[src/rtl/rr_decode_if.sv]
// Handshake bundle between fetch, the RV32I decode stage, register read and writeback.
// The slave modport is the decode stage; the master modport is whatever surrounds it.
interface rr_decode_if #(
  parameter int XLEN   = 32,
  parameter int REG_AW = 5
);
  logic              flush;
  logic              in_valid;
  logic              in_ready;
  logic [31:0]       in_inst;
  logic [XLEN-1:0]   in_pc;
  logic              out_valid;
  logic              out_ready;
  logic [REG_AW-1:0] out_rs1;
  logic [REG_AW-1:0] out_rs2;
  logic [REG_AW-1:0] out_rd;
  logic [XLEN-1:0]   out_imm;
  logic [XLEN-1:0]   out_pc;
  logic [1:0]        out_pc_sel;
  logic [1:0]        out_a_sel;
  logic              out_b_sel;
  logic              out_illegal;
  logic              wb_valid;
  logic [REG_AW-1:0] wb_rd;

  modport master (
    output flush, in_valid, in_inst, in_pc, out_ready, wb_valid, wb_rd,
    input  in_ready, out_valid, out_rs1, out_rs2, out_rd, out_imm, out_pc,
           out_pc_sel, out_a_sel, out_b_sel, out_illegal
  );

  modport slave (
    input  flush, in_valid, in_inst, in_pc, out_ready, wb_valid, wb_rd,
    output in_ready, out_valid, out_rs1, out_rs2, out_rd, out_imm, out_pc,
           out_pc_sel, out_a_sel, out_b_sel, out_illegal
  );
endinterface

[src/rtl/rr_decode_stage.sv]
// Registered RV32I decode stage with a one-entry output register and a
// register busy scoreboard that holds issue on read-after-write hazards.
module rr_decode_stage #(
  parameter int XLEN          = 32,
  parameter int REG_AW        = 5,
  parameter int SCOREBOARD_EN = 1
) (
  input logic         clock,
  input logic         reset,
  rr_decode_if.slave  bus
);
  localparam int NREG = 2 ** REG_AW;

  localparam logic [6:0] OPC_OP     = 7'b0110011;
  localparam logic [6:0] OPC_OP_IMM = 7'b0010011;
  localparam logic [6:0] OPC_LOAD   = 7'b0000011;
  localparam logic [6:0] OPC_STORE  = 7'b0100011;
  localparam logic [6:0] OPC_BRANCH = 7'b1100011;
  localparam logic [6:0] OPC_LUI    = 7'b0110111;
  localparam logic [6:0] OPC_AUIPC  = 7'b0010111;
  localparam logic [6:0] OPC_JAL    = 7'b1101111;
  localparam logic [6:0] OPC_JALR   = 7'b1100111;

  localparam logic [1:0] PC_PLUS_4 = 2'd0;
  localparam logic [1:0] PC_JAL    = 2'd1;
  localparam logic [1:0] PC_JALR   = 2'd2;
  localparam logic [1:0] PC_BRANCH = 2'd3;
  localparam logic [1:0] A_REG     = 2'd0;
  localparam logic [1:0] A_PC      = 2'd1;
  localparam logic [1:0] A_0       = 2'd2;
  localparam logic       B_REG     = 1'b0;
  localparam logic       B_IMM     = 1'b1;

  function automatic logic signed [XLEN-1:0] sext32(input logic signed [31:0] v);
    return XLEN'(v);
  endfunction

  function automatic logic [REG_AW-1:0] reg_idx(input logic [4:0] f);
    return REG_AW'(f);
  endfunction

  // ---- stage p0: combinational decode of the offered instruction ----
  logic [31:0]              inst_p0;
  logic [6:0]               opc_p0;
  logic                     use_rs1_p0, use_rs2_p0, use_rd_p0;
  logic [REG_AW-1:0]        rs1_p0, rs2_p0, rd_p0;
  logic signed [XLEN-1:0]   imm_i_p0, imm_s_p0, imm_b_p0, imm_u_p0, imm_j_p0, shamt_p0;
  logic signed [XLEN-1:0]   imm_p0;
  logic [1:0]               pc_sel_p0, a_sel_p0;
  logic                     b_sel_p0, ill_p0;

  assign inst_p0  = bus.in_inst;
  assign opc_p0   = inst_p0[6:0];
  assign imm_i_p0 = sext32({{20{inst_p0[31]}}, inst_p0[31:20]});
  assign imm_s_p0 = sext32({{20{inst_p0[31]}}, inst_p0[31:25], inst_p0[11:7]});
  assign imm_b_p0 = sext32({{20{inst_p0[31]}}, inst_p0[7], inst_p0[30:25], inst_p0[11:8], 1'b0});
  assign imm_u_p0 = sext32({inst_p0[31:12], 12'b0});
  assign imm_j_p0 = sext32({{12{inst_p0[31]}}, inst_p0[19:12], inst_p0[20], inst_p0[30:21], 1'b0});
  assign shamt_p0 = XLEN'(inst_p0[24:20]);

  always_comb begin
    use_rs1_p0 = 1'b0;
    use_rs2_p0 = 1'b0;
    use_rd_p0  = 1'b0;
    imm_p0     = '0;
    pc_sel_p0  = PC_PLUS_4;
    a_sel_p0   = A_REG;
    b_sel_p0   = B_REG;
    ill_p0     = 1'b0;
    case (opc_p0)
      OPC_OP: begin
        use_rs1_p0 = 1'b1; use_rs2_p0 = 1'b1; use_rd_p0 = 1'b1;
      end
      OPC_OP_IMM: begin
        use_rs1_p0 = 1'b1; use_rd_p0 = 1'b1; b_sel_p0 = B_IMM;
        // SLLI/SRLI/SRAI carry a shift amount, not a signed constant; funct7 is dropped
        imm_p0 = (inst_p0[13:12] == 2'b01) ? shamt_p0 : imm_i_p0;
      end
      OPC_LOAD: begin
        use_rs1_p0 = 1'b1; use_rd_p0 = 1'b1; b_sel_p0 = B_IMM; imm_p0 = imm_i_p0;
      end
      OPC_STORE: begin
        use_rs1_p0 = 1'b1; use_rs2_p0 = 1'b1; b_sel_p0 = B_IMM; imm_p0 = imm_s_p0;
      end
      OPC_BRANCH: begin
        use_rs1_p0 = 1'b1; use_rs2_p0 = 1'b1; pc_sel_p0 = PC_BRANCH; imm_p0 = imm_b_p0;
      end
      OPC_LUI: begin
        use_rd_p0 = 1'b1; a_sel_p0 = A_0; b_sel_p0 = B_IMM; imm_p0 = imm_u_p0;
      end
      OPC_AUIPC: begin
        use_rd_p0 = 1'b1; a_sel_p0 = A_PC; b_sel_p0 = B_IMM; imm_p0 = imm_u_p0;
      end
      OPC_JAL: begin
        use_rd_p0 = 1'b1; pc_sel_p0 = PC_JAL; a_sel_p0 = A_PC; b_sel_p0 = B_IMM;
        imm_p0 = imm_j_p0;
      end
      OPC_JALR: begin
        use_rs1_p0 = 1'b1; use_rd_p0 = 1'b1; pc_sel_p0 = PC_JALR; b_sel_p0 = B_IMM;
        imm_p0 = imm_i_p0;
      end
      default: ill_p0 = 1'b1;
    endcase
  end

  assign rs1_p0 = use_rs1_p0 ? reg_idx(inst_p0[19:15]) : '0;
  assign rs2_p0 = use_rs2_p0 ? reg_idx(inst_p0[24:20]) : '0;
  assign rd_p0  = use_rd_p0  ? reg_idx(inst_p0[11:7])  : '0;

  // ---- hazard check and handshake against the p1 output register ----
  logic                    vld_p1;
  logic [REG_AW-1:0]       rs1_p1, rs2_p1, rd_p1;
  logic signed [XLEN-1:0]  imm_p1;
  logic [XLEN-1:0]         pc_p1;
  logic [1:0]              pc_sel_p1, a_sel_p1;
  logic                    b_sel_p1, ill_p1;
  logic [NREG-1:0]         busy_q, busy_eff, busy_nxt, wb_clr;
  logic                    stall, in_ready, accept;

  // a writeback landing this cycle already frees its register for the hazard check
  assign wb_clr   = bus.wb_valid ? (NREG'(1) << bus.wb_rd) : '0;
  assign busy_eff = busy_q & ~wb_clr;
  assign stall    = bus.in_valid & ((use_rs1_p0 & busy_eff[rs1_p0]) |
                                    (use_rs2_p0 & busy_eff[rs2_p0]));
  assign in_ready = (!vld_p1 | bus.out_ready) & !stall & !bus.flush;
  assign accept   = bus.in_valid & in_ready;

  always_comb begin
    busy_nxt = busy_eff;
    // a flushed entry never issues, so its destination will never see a writeback
    if (bus.flush && vld_p1 && rd_p1 != '0) busy_nxt[rd_p1] = 1'b0;
    if (accept && rd_p0 != '0)              busy_nxt[rd_p0] = 1'b1;
    if (SCOREBOARD_EN == 0)                 busy_nxt = '0;
  end

  // ---- stage p1: output register ----
  always_ff @(posedge clock) begin
    if (reset) begin
      vld_p1    <= 1'b0;
      rs1_p1    <= '0;
      rs2_p1    <= '0;
      rd_p1     <= '0;
      imm_p1    <= '0;
      pc_p1     <= '0;
      pc_sel_p1 <= PC_PLUS_4;
      a_sel_p1  <= A_REG;
      b_sel_p1  <= B_REG;
      ill_p1    <= 1'b0;
      busy_q    <= '0;
    end else begin
      busy_q <= busy_nxt;
      if (accept) begin
        vld_p1    <= 1'b1;
        rs1_p1    <= rs1_p0;
        rs2_p1    <= rs2_p0;
        rd_p1     <= rd_p0;
        imm_p1    <= imm_p0;
        pc_p1     <= bus.in_pc;
        pc_sel_p1 <= pc_sel_p0;
        a_sel_p1  <= a_sel_p0;
        b_sel_p1  <= b_sel_p0;
        ill_p1    <= ill_p0;
      end else if (bus.out_ready || bus.flush) begin
        vld_p1 <= 1'b0;
      end
    end
  end

  assign bus.in_ready    = in_ready;
  assign bus.out_valid   = vld_p1;
  assign bus.out_rs1     = rs1_p1;
  assign bus.out_rs2     = rs2_p1;
  assign bus.out_rd      = rd_p1;
  assign bus.out_imm     = imm_p1;
  assign bus.out_pc      = pc_p1;
  assign bus.out_pc_sel  = pc_sel_p1;
  assign bus.out_a_sel   = a_sel_p1;
  assign bus.out_b_sel   = b_sel_p1;
  assign bus.out_illegal = ill_p1;
endmodule
[src/flat_wrapper.sv]
// flat-port wrapper written by rule: the top's interface ports become plain ports
module rr_decode_stage_flat 
#(
  parameter int XLEN          = 32,
  parameter int REG_AW        = 5,
  parameter int SCOREBOARD_EN = 1
)
  (clock, reset, bus_flush, bus_in_valid, bus_in_inst, bus_in_pc, bus_out_ready, bus_wb_valid, bus_wb_rd, bus_in_ready, bus_out_valid, bus_out_rs1, bus_out_rs2, bus_out_rd, bus_out_imm, bus_out_pc, bus_out_pc_sel, bus_out_a_sel, bus_out_b_sel, bus_out_illegal);
  rr_decode_if #(.XLEN(XLEN), .REG_AW(REG_AW)) bus_i ();
  input logic clock;
  input logic reset;
  input wire logic [$bits(bus_i.flush)-1:0] bus_flush;
  input wire logic [$bits(bus_i.in_valid)-1:0] bus_in_valid;
  input wire logic [$bits(bus_i.in_inst)-1:0] bus_in_inst;
  input wire logic [$bits(bus_i.in_pc)-1:0] bus_in_pc;
  input wire logic [$bits(bus_i.out_ready)-1:0] bus_out_ready;
  input wire logic [$bits(bus_i.wb_valid)-1:0] bus_wb_valid;
  input wire logic [$bits(bus_i.wb_rd)-1:0] bus_wb_rd;
  output wire logic [$bits(bus_i.in_ready)-1:0] bus_in_ready;
  output wire logic [$bits(bus_i.out_valid)-1:0] bus_out_valid;
  output wire logic [$bits(bus_i.out_rs1)-1:0] bus_out_rs1;
  output wire logic [$bits(bus_i.out_rs2)-1:0] bus_out_rs2;
  output wire logic [$bits(bus_i.out_rd)-1:0] bus_out_rd;
  output wire logic [$bits(bus_i.out_imm)-1:0] bus_out_imm;
  output wire logic [$bits(bus_i.out_pc)-1:0] bus_out_pc;
  output wire logic [$bits(bus_i.out_pc_sel)-1:0] bus_out_pc_sel;
  output wire logic [$bits(bus_i.out_a_sel)-1:0] bus_out_a_sel;
  output wire logic [$bits(bus_i.out_b_sel)-1:0] bus_out_b_sel;
  output wire logic [$bits(bus_i.out_illegal)-1:0] bus_out_illegal;
  assign bus_i.flush = bus_flush;
  assign bus_i.in_valid = bus_in_valid;
  assign bus_i.in_inst = bus_in_inst;
  assign bus_i.in_pc = bus_in_pc;
  assign bus_i.out_ready = bus_out_ready;
  assign bus_i.wb_valid = bus_wb_valid;
  assign bus_i.wb_rd = bus_wb_rd;
  assign bus_in_ready = bus_i.in_ready;
  assign bus_out_valid = bus_i.out_valid;
  assign bus_out_rs1 = bus_i.out_rs1;
  assign bus_out_rs2 = bus_i.out_rs2;
  assign bus_out_rd = bus_i.out_rd;
  assign bus_out_imm = bus_i.out_imm;
  assign bus_out_pc = bus_i.out_pc;
  assign bus_out_pc_sel = bus_i.out_pc_sel;
  assign bus_out_a_sel = bus_i.out_a_sel;
  assign bus_out_b_sel = bus_i.out_b_sel;
  assign bus_out_illegal = bus_i.out_illegal;
  rr_decode_stage #(.XLEN(XLEN), .REG_AW(REG_AW), .SCOREBOARD_EN(SCOREBOARD_EN)) u_core (.clock(clock), .reset(reset), .bus(bus_i));
endmodule
[config.mk]
export PLATFORM = sky130hd
export DESIGN_NAME = rr_decode_stage_flat
export DESIGN_NICKNAME = d
export VERILOG_FILES = /design/src/rtl/rr_decode_if.sv /design/src/rtl/rr_decode_stage.sv /design/src/flat_wrapper.sv
export SDC_FILE = /design/constraint.sdc
export NUM_CORES = 1
export LEC_CHECK = 0
export BUFFER_PORTS_ARGS = -buffer_cell sky130_fd_sc_hd__buf_2
export CORE_ASPECT_RATIO = 0.8
export CORE_MARGIN = 2
export CORE_UTILIZATION = 50
export CTS_CLUSTER_SIZE = 40
export DETAILED_ROUTE_END_ITERATION = 8
export PLACE_DENSITY = 0.83
export REMOVE_ABC_BUFFERS = 1
export SETUP_SLACK_MARGIN = 0.5
export SLEW_MARGIN = 20
export SYNTH_ARGS = -nofsm -noshare
export SYNTH_HDL_FRONTEND = slang
export SYNTH_SLANG_ARGS = --single-unit
[constraint.sdc]
create_clock -name clock -period 6.1 [get_ports clock]
set_input_delay 1.83 -clock clock [delete_from_list [all_inputs] [get_ports clock]]
set_output_delay 1.83 -clock clock [all_outputs]
set_load 0.05 [all_outputs]
* Yosys cells after proc, flatten, opt, wreduce, memory -nomap -nowiden
Index checks and enable logic that the tools add are counted.
Cells by class: $lt $le $gt $ge 6, equal/unequal tests 10, shift-type cells 1, mux-type cells 25, bitwise gates (word level) 13, reductions and logical operators 20
Operators with widths (count):
- $pmux 32 s6 | 1
- $mux 32 | 4
- $and 32x32->32 | 2
- $not 32->32 | 2
- $or 32x32->32 | 1
- $shl 1x5->32 const A | 1
- $lt 5x6->1 const B | 4
- $eq 7x6->1 const B | 3
- $eq 7x7->1 const B | 3
- $mux 5 | 3
- $eq 7x5->1 const B | 2
- $reduce_or 7->1 | 2
- $mux 1 | 11
- $bmux 1 s5 | 2
- $demux 1 s5 | 2
- $ge 5x1->1 const B | 2
- $reduce_bool 5->1 | 2
- $reduce_or 9->1 | 1
- $eq 7x2->1 const B | 1
- $and 1x1->1 | 6
- $pmux 2 s3 | 1
- $reduce_or 2->1 | 3
- $reduce_or 6->1 | 1
- $logic_and 1x1->1 | 5
- 7 further kinds | 10
Storage, ports and cells: register bits 118, input bits 75, output and inout bits 87

* Longest topological paths before layout
Gate-level depths: netlist of run 1.
depth after elaboration 15, gate-level depth with buffers 13

* Worst setup path after synthesis of run 1
Ideal clock, no wire load.
kind input port to output port, start input bus_in_inst[6], end output bus_in_ready, data arrival time 4907 ps, data required time 4270 ps, slack -637 ps, stages on the path 10, path buffers 3, cell sequence clkbuf_1 -> or2_2 -> a21oi_1 -> nand2_1 -> a2111o_1 -> o211ai_1 -> nand4_2 -> buf_4 -> buf_2 -> a21boi_0
Between the ends: word-level cells in the longest chain between the ends 12, elaborated cells on any way between the ends 23, classes of those cells eq/ne: 6; mux: 8; bitwise: 6; reduce/logical: 3
RTL lines:
- start: declaration | line flat_wrapper.sv:14 | input wire logic [$bits(bus_i.in_inst)-1:0] bus_in_inst;
- $eq 7x6->1, or another cell as far along | line rr_decode_stage.sv:70 | case (opc_p0)
- $reduce_or 6->1 (no line) / $reduce_or 3->1 (equally long branches)
- $mux 1 | line rr_decode_stage.sv:70
- $mux 5, on equally long branches | line rr_decode_stage.sv:106, rr_decode_stage.sv:107
- $bmux 1 s5, on equally long branches | line rr_decode_stage.sv:123, rr_decode_stage.sv:124
- $mux 1, on equally long branches | line rr_decode_stage.sv:123, rr_decode_stage.sv:124
- $and 1x1->1, on equally long branches | line rr_decode_stage.sv:123, rr_decode_stage.sv:124
- $or 1x1->1 (*) | line rr_decode_stage.sv:123 | assign stall = bus.in_valid & ((use_rs1_p0 & busy_eff[rs1_p0]) |
- $and 1x1->1 (*) | line rr_decode_stage.sv:123
- $logic_not 1->1 (*) | line rr_decode_stage.sv:125 | assign in_ready = (!vld_p1 | bus.out_ready) & !stall & !bus.flush;
- $and 1x1->1 (*) (2 in series) | line rr_decode_stage.sv:125
- end: declaration | line flat_wrapper.sv:19 | output wire logic [$bits(bus_i.in_ready)-1:0] bus_in_ready;
Mark *: on every way between the ends. The rest lies on a longest branch, timed or not. The select of a mux whose other input is x is not followed.

* Worst setup path in the final report of run 1
start input bus_wb_rd[1], end output bus_in_ready
Between the ends: word-level cells in the longest chain between the ends 12, elaborated cells on any way between the ends 15, classes of those cells shift: 1; mux: 5; bitwise: 8; reduce/logical: 1
RTL lines:
- start: declaration | line flat_wrapper.sv:18 | input wire logic [$bits(bus_i.wb_rd)-1:0] bus_wb_rd;
- $shl 1x5->32 (*) | line rr_decode_stage.sv:121 | assign wb_clr = bus.wb_valid ? (NREG'(1) << bus.wb_rd) : '0;
- $mux 32 (*) | line rr_decode_stage.sv:121
- $not 32->32 (*) | line rr_decode_stage.sv:122 | assign busy_eff = busy_q & ~wb_clr;
- $and 32x32->32 (*) | line rr_decode_stage.sv:122
- $bmux 1 s5, on equally long branches | line rr_decode_stage.sv:123, rr_decode_stage.sv:124
- $mux 1, on equally long branches | line rr_decode_stage.sv:123, rr_decode_stage.sv:124
- $and 1x1->1, on equally long branches | line rr_decode_stage.sv:123, rr_decode_stage.sv:124
- $or 1x1->1 (*) | line rr_decode_stage.sv:123
- $and 1x1->1 (*) | line rr_decode_stage.sv:123
- $logic_not 1->1 (*) | line rr_decode_stage.sv:125
- $and 1x1->1 (*) (2 in series) | line rr_decode_stage.sv:125
Marked as above.

==> metrics, run 1 <==
number of endpoints failing setup at the final stage 0; Post-synth top flop sky130_fd_sc_hd__dfxtp_1; antenna violations before repair 0; post-DR wirelength/cell 21.3 µm; number of warnings printed during yosys synthesis 0; fill cell count 1051; sequential-to-total area share from yosys stat 38.1%; DR iter-0 viols 798; width of the chip 129 µm; Detailed Route WL 22900 µm; IO Count 162; Clock H-tree levels 4; power density normalized to cell area 274 mW/mm²; global route total overflow 0; vertical extent of the die 104 µm; TritonCTS clock tree yes; slowest library cell on the worst path sky130_fd_sc_hd__or4b_4; run status completed; Largest delay share family, worst path compound AO/OA/AOI/OAI gates; number of nets in the layout 981; maximum clock rate 0.172 GHz; share of the clock period used by the worst path 95.4%; DR vias/cell 6.63; GPL Wtd Cong 1.05; number of distinct library cells after synthesis 64; area of the mapped netlist 0.00620 mm²; Die Outline Area 0.0133 mm²; EDFF count, synth 0; Post-Place Setup Slack 94.8 ps; top library cells by usage in the layout, fill and taps aside sky130_fd_sc_hd__buf_2 (156), sky130_fd_sc_hd__dfxtp_1 (118), sky130_fd_sc_hd__a21oi_1 (109), sky130_fd_sc_hd__o21ai_0 (65), sky130_fd_sc_hd__buf_4 (49); CP Buf/Inv Count 3; global-route wire length before repair 35000 µm; count of input and output buffers 161; effective utilization at floorplan 51.0%; cell types occupying the most area after synthesis sky130_fd_sc_hd__dfxtp_1 (38%), sky130_fd_sc_hd__a21oi_1 (8.9%), sky130_fd_sc_hd__o21ai_0 (5.6%); combinational power share 13.8%; sw frac 28.2%; portion of synthesized cell area occupied by the leading cell type 38.1%; sequential fraction of design power 36.8%; required time of the critical path 4270 ps; cell area after placement 0.00720 mm²; most common library cell in the layout ignoring fill and taps sky130_fd_sc_hd__buf_2; Final Instance Area 0.00799 mm²; arrival time worst endpoint 3990 ps; number of detailed-routing iterations run before antenna repair 6; # Max-Cap Violations 0; switching component of the power 0.000616 W; final number of max-transition violations 0; headroom to the max-slew limit 29.2%; number of cells produced by synthesis 754; final worst path period need 5820 ps; kind of critical path in -> out; clock power share 49.4%; Final HPWL DP 15300 µm; maximum count of clock buffers along a single path 2; via count 7105; area growth from synthesis to layout 28.8%; cell-internal power 0.00157 W; number of hold violations in the final report 0; Sinks on Clock Net 118; maximum fanout count along the critical path 7; crit-path cells buf_8, or4b_4, o21ai_2, a32oi_1, a2111oi_2, buf_4, a311o_1, nand4_2, a21boi_1, buf_4; global routing usage summed across all routing layers 33.0%; number of buffers added by the clock tree synthesis step 17; worst voltage drop across the vdd grid 0.000210 V; Core Footprint 0.0122 mm²; Hold-fix buffers, CTS 0; startpoint type of the worst setup path primary input; Antenna Violating Nets Remaining 0; count of placed standard cells in the final layout, fillers left out 1071; slew at the pin closest to its max-slew limit 1060 ps; maximum number of pins on one net before global-route repair 67; worst hold slack after final layout 469 ps; Largest stage delay, worst path 560 ps; ratio of cells with drive above 1 in the final layout 30.9%; root buffer cell sky130_fd_sc_hd__clkbuf_16; category of the worst setup path capture point output pin; CP most frequent cell sky130_fd_sc_hd__buf_4; register bit total from synthesis 118; number of rows created at floorplan 36; number of placed cells counting well taps 1033; largest clock skew in the final design 8.16 ps; DRC 0; diodes inserted 0; total leakage power 3.07 nW; Post-synth ARST share 0%; post-route worst setup slack 281 ps; via count of the first global-routing pass 6375; cell accounting for the most synthesized area sky130_fd_sc_hd__dfxtp_1; Worst-path clk slew 50 ps; average cell area after synthesis 8.23 µm²; source-to-sink clock delay at the later pin of the worst-skew pair 420 ps; Hold WC Path Type reg -> reg; setup repair after global routing missed its margin yes
-- sequential cells by signal (all words and copies together), names as in the netlist, 2 cells and up --
register	flops
u_core.bus.out_rs1	5
u_core.bus.out_rs2	5
u_core.bus.out_pc	32
u_core.bus.out_pc_sel	2
u_core.busy_q	32
u_core.bus.out_imm	32
u_core.bus.out_rd	5
u_core.bus.out_a_sel	2
-- power by group through the flow --
| stage | Clock, W | Combinational (W) | Sequential (W) |
|---|---|---|---|
| detailed placement | 0 | 0.000289 | 0.000821 |
| finish | 0.00108 | 0.000303 | 0.000805 |
| global placement | 0 | 0.000288 | 0.000820 |
| global route | 0.00112 | 0.000318 | 0.000807 |
| CTS | 0.00108 | 0.000297 | 0.000805 |
| floorplan | 0 | 0.0000862 | 0.000900 |
-- worst reg2reg max path: stages, from the launching register on --
cell and delay [ps]:
sky130_fd_sc_hd__dfxtp_1 310, sky130_fd_sc_hd__o21ai_0 130, sky130_fd_sc_hd__mux4_2 510, sky130_fd_sc_hd__or2_0 250, sky130_fd_sc_hd__a311o_1 350, sky130_fd_sc_hd__nand4_2 120
sky130_fd_sc_hd__buf_4 490, sky130_fd_sc_hd__nor2_4 320, sky130_fd_sc_hd__a211oi_1 330
-- cells by family (layout without fill, tap and decap cells) --
logic type / after synthesis / after routing / share of synthesized area [%]
compound gates: 352 / 352 / 36.7
simple gates: 187 / 187 / 16.7
buf+inv: 85 / 250 / 5.73
mux: 12 / 12 / 2.76
flops: 118 / 118 / 38.1
-- Yosys cell counts (all sizes together), types with 6 or more instances --
cell type and instances:
nand2 37, clkbuf 52, o211ai 41, o21ai 76
inv 9, nand3 41, a22oi 6, or2 6
buf 23, a21oi 110, nor3 9, a211oi 27
nand4b 11, o31ai 38, nor2b 8, nor2 31
mux2i 7, a211o 17, o41ai 6, dfxtp 118
or3 6
-- cell type report --
type / instances / area [µm²] / share of cell area, %
clock buffer: 18 / 439 / 5.49
sequential: 118 / 2360 / 29.6
multi-input combinational: 551 / 3580 / 44.8
timing repair buffer: 208 / 1190 / 14.8
clock inverter: 14 / 198 / 2.47
tap: 152 / 190 / 2.38
inverter: 10 / 37.5 / 0.470
-- per-layer routing --
layer  share of wire [%]  wire length (µm)  GRT usage [%]
met4                 2.8               644           12.4
met3                 9.9              2260           6.71
met2                  45             10300           49.8
met5                   0                 0              0
met1                  42              9650           46.4
-- repair_timing --
action,CTS,global route
pin swaps,13,3
buffers inserted,5,1
endpoints found under the setup margin,1,1
gates resized for setup,30,2
-- worst paths after layout --
check | from | endpoint | slack [ps] | cells past startpoint
setup reg to reg | u_core.busy_q[30] | u_core.bus.out_b_sel | 3190 | 8
hold reg to reg | u_core.bus.out_pc[14] | u_core.bus.out_pc[14] | 470 | 2
hold / removal | u_core.bus.out_pc[14] | u_core.bus.out_pc[14] | 470 | 2
setup / recovery | bus_wb_rd[1] | bus_in_ready | 280 | 10
-- through the flow --
step	total power (W)	TNS [ps]	util (%)
final	0.00219	0	65.7
after global routing	0.00224	0	65.7
after CTS	0.00218	0	65.6
after detailed placement	0.00111	0	59.2
after global placement	0.00111	0	59.2
after floorplan	0.000986	-1050	-
(Power assumes the default switching activity.)
==> run 2, diff against run 1 <==
Settings changed: ABC_AREA set to 1, CTS_BUF_LIST set to sky130_fd_sc_hd__clkbuf_4.
==> run 2 against run 1 <==
  * Cell area fell by 3.9%
  * Maximum frequency increased by 5.4%
  * Non-clock buffer count is 24 lower
  * Synthesized cell count rose by 28%
  * Sequential power rose by 2.6%
  * Via count down 0.83%
  * Sequential cell count is the same
==> metrics, run 2 <==
count of input and output buffers 161 (unchanged); sequential-to-total area share from yosys stat 38.0% (-0.10 points); RR Startpoint u_core.busy_q[31]; run status completed; average cell area after synthesis 6.46 µm² (-21%); worst voltage drop across the vdd grid 0.000185 V (-12%); area growth from synthesis to layout 23.5%; share of the clock period used by the worst path 90.5% (-4.9 points); number of endpoints failing setup at the final stage 0 (unchanged); DR vias/cell 5.48 (-17%); slew at the pin closest to its max-slew limit 789 ps (-270 ps); Post-synth top flop sky130_fd_sc_hd__dfxtp_1; width of the chip 129 µm (+0.12%); DRC 0 (unchanged); maximum clock rate 0.181 GHz (+5.4%); final worst path period need 5520 ps (-299 ps); # Max-Cap Violations 0 (unchanged); Final HPWL DP 14300 µm (-6.7%); register bit total from synthesis 118 (unchanged); post-DR wirelength/cell 16.0 µm (-25%); portion of synthesized cell area occupied by the leading cell type 38.0% (-0.10 points); number of distinct library cells after synthesis 39 (-39%); area of the mapped netlist 0.00622 mm² (+0.26%); antenna violations before repair 0 (unchanged); global route total overflow 0 (unchanged); number of buffers added by the clock tree synthesis step 17 (unchanged); global routing usage summed across all routing layers 30.2% (-2.8 points); crit path launch bus_in_inst[5]; vertical extent of the die 104 µm (+0.13%); headroom to the max-slew limit 47.3% (+18 points); DR iter-0 viols 855 (+7.1%); number of cells produced by synthesis 963 (+28%); top library cells by usage in the layout, fill and taps aside sky130_fd_sc_hd__nor2_1 (219), sky130_fd_sc_hd__buf_2 (157), sky130_fd_sc_hd__nand2_1 (129), sky130_fd_sc_hd__dfxtp_1 (118), sky130_fd_sc_hd__nand3_1 (116); Post-Place Setup Slack 390 ps (+295 ps); Post-synth ARST share 0% (unchanged); TritonCTS clock tree yes; Die Outline Area 0.0134 mm² (+0.25%); Core Footprint 0.0122 mm² (unchanged); source-to-sink clock delay at the later pin of the worst-skew pair 570 ps (+150 ps); GPL Wtd Cong 1.05 (-0.35%); number of rows created at floorplan 36 (unchanged); effective utilization at floorplan 51.1% (+0.13 points); Final Instance Area 0.00768 mm² (-3.9%); arrival time worst endpoint 3690 ps (-300 ps); largest clock skew in the final design 23.4 ps (+15.3 ps); category of the worst setup path capture point output pin; Largest stage delay, worst path 200 ps (-360 ps); kind of critical path in -> out; worst hold slack after final layout 444 ps (-25.2 ps); most common library cell in the layout ignoring fill and taps sky130_fd_sc_hd__nor2_1; Detailed Route WL 20600 µm (-10%); Worst-path clk slew 110 ps (+60 ps); cell accounting for the most synthesized area sky130_fd_sc_hd__dfxtp_1; maximum number of pins on one net before global-route repair 140 (+110%); number of placed cells counting well taps 1243 (+20%); EDFF count, synth 0 (unchanged); Antenna Violating Nets Remaining 0 (unchanged); required time of the critical path 4270 ps (about the same); slowest library cell on the worst path sky130_fd_sc_hd__o21ai_2; cell area after placement 0.00709 mm² (-1.4%); number of warnings printed during yosys synthesis 0 (unchanged); maximum count of clock buffers along a single path 2 (unchanged); post-route worst setup slack 580 ps (+299 ps); maximum fanout count along the critical path 6 (-1); Hold-fix buffers, CTS 0 (unchanged); most frequent cell after synthesis sky130_fd_sc_hd__nor2_1; number of nets in the layout 1195 (+22%); cell types occupying the most area after synthesis sky130_fd_sc_hd__dfxtp_1 (38%), sky130_fd_sc_hd__nor2_1 (14%), sky130_fd_sc_hd__nand3_1 (9.9%); root buffer cell sky130_fd_sc_hd__clkbuf_4; global-route wire length before repair 32000 µm (-8.4%); diodes inserted 0 (unchanged); CP most frequent cell sky130_fd_sc_hd__nand3_1; via count of the first global-routing pass 6223 (-2.4%); leading post-synthesis cells by instance count sky130_fd_sc_hd__nor2_1 (225), sky130_fd_sc_hd__nand2_1 (134), sky130_fd_sc_hd__nand3_1 (123); Hold WC Path Type reg -> reg; total leakage power 3.69 nW (+20%); IO Count 162 (unchanged); final number of max-transition violations 0 (unchanged); startpoint type of the worst setup path primary input; via count 7046 (-0.83%); Sinks on Clock Net 118 (unchanged); crit-path cells buf_4, inv_1, nor2_1, o21ai_2, nand3_4, buf_6, buf_4, nand3_1, nand3_1, nand3_1, nand3_2, nand3_2, nand3_4, a21oi_4, buf_8; Clock H-tree levels 4 (unchanged); count of placed standard cells in the final layout, fillers left out 1285 (+20%); worst hold start u_core.bus.out_imm[10]; power density normalized to cell area 237 mW/mm² (-13%); ratio of cells with drive above 1 in the final layout 23.3% (-7.6 points); number of hold violations in the final report 0 (unchanged); setup repair after global routing missed its margin no; number of detailed-routing iterations run before antenna repair 8 (+2)
run 2: changes by cell type after synthesis, moves of 11 or more:
| cell | previous run | this run |
|---|---|---|
| sky130_fd_sc_hd__o21ai_1 | 4 | 43 |
| sky130_fd_sc_hd__nand2_1 | 36 | 134 |
| sky130_fd_sc_hd__o21ai_0 | 70 | 84 |
| sky130_fd_sc_hd__a21oi_1 | 110 | 51 |
| sky130_fd_sc_hd__nor2_1 | 30 | 225 |
| sky130_fd_sc_hd__inv_1 | 8 | 76 |
| sky130_fd_sc_hd__a211o_1 | 17 | 0 |
| sky130_fd_sc_hd__nand4b_1 | 11 | 0 |
| sky130_fd_sc_hd__clkbuf_1 | 52 | 25 |
| sky130_fd_sc_hd__o31ai_1 | 38 | 1 |
| sky130_fd_sc_hd__a211oi_1 | 27 | 0 |
| sky130_fd_sc_hd__o211ai_1 | 41 | 1 |
| sky130_fd_sc_hd__nand3_1 | 41 | 123 |
run 2: what timing repair did:
action,CTS,global route
buffers inserted,2,7
setup endpoints to repair,1,1
pin swaps,1,16
gates cloned,0,1
gates resized for setup,3,49
run 2: cells by family after synthesis:
group / after synthesis / share of synthesized area, %
DFF: 118 / 38.0
and+or+nand+nor: 506 / 34.6
buffers and inverters: 130 / 9.05
AOI/OAI and AO/OA: 209 / 18.3
run 2: metrics by stage:
step                setup TNS, ps  utilization, %  total power, W
detailed placement              0            58.3         0.00118
CTS                             0            61.1         0.00181
global placement                0            58.3         0.00117
finish                          0            63.1         0.00182
floorplan                  -53040               -         0.00107
global route                    0            63.1         0.00189
run 2: layout make-up:
class                      count  area [µm²]
clock buffer                  17         128
clock inverter                15         191
fill                        1133        4480
inverter                      83         319
multi-input combinational    716        3440
sequential                   118        2360
tap                          152         190
timing repair buffer         184        1050
run 2: layer usage:
metal	track usage (%)	vias up	part of all wire (%)
met5	0	-	0
met4	9.47	0	3.0
met3	10.8	60	12
met2	44.0	379	43
met1	41.6	3123	43
li1	-	3484	-
run 2: worst max-delay path: cells and delay by family:
kind / cells / cell delay [ps]
simple gates: 8 / 810
buf+inv: 5 / 670
compound gates: 2 / 370
run 2: worst paths after layout:
| kind | slack (ps) | end | depth (start not counted) |
|---|---|---|---|
| min reg2reg | 440 | u_core.bus.out_imm[10] | 2 |
| min | 440 | u_core.bus.out_imm[10] | 2 |
| max reg2reg | 3350 | u_core.busy_q[25] | 15 |
| max | 580 | bus_in_ready | 15 |
run 2: report_power, final:
part / leakage (nW) / switching, W / internal, W
sequential: 0.965 / 0.0000198 / 0.000806
clock: 0.167 / 0.000349 / 0.000295
combinational: 2.56 / 0.000265 / 0.0000863
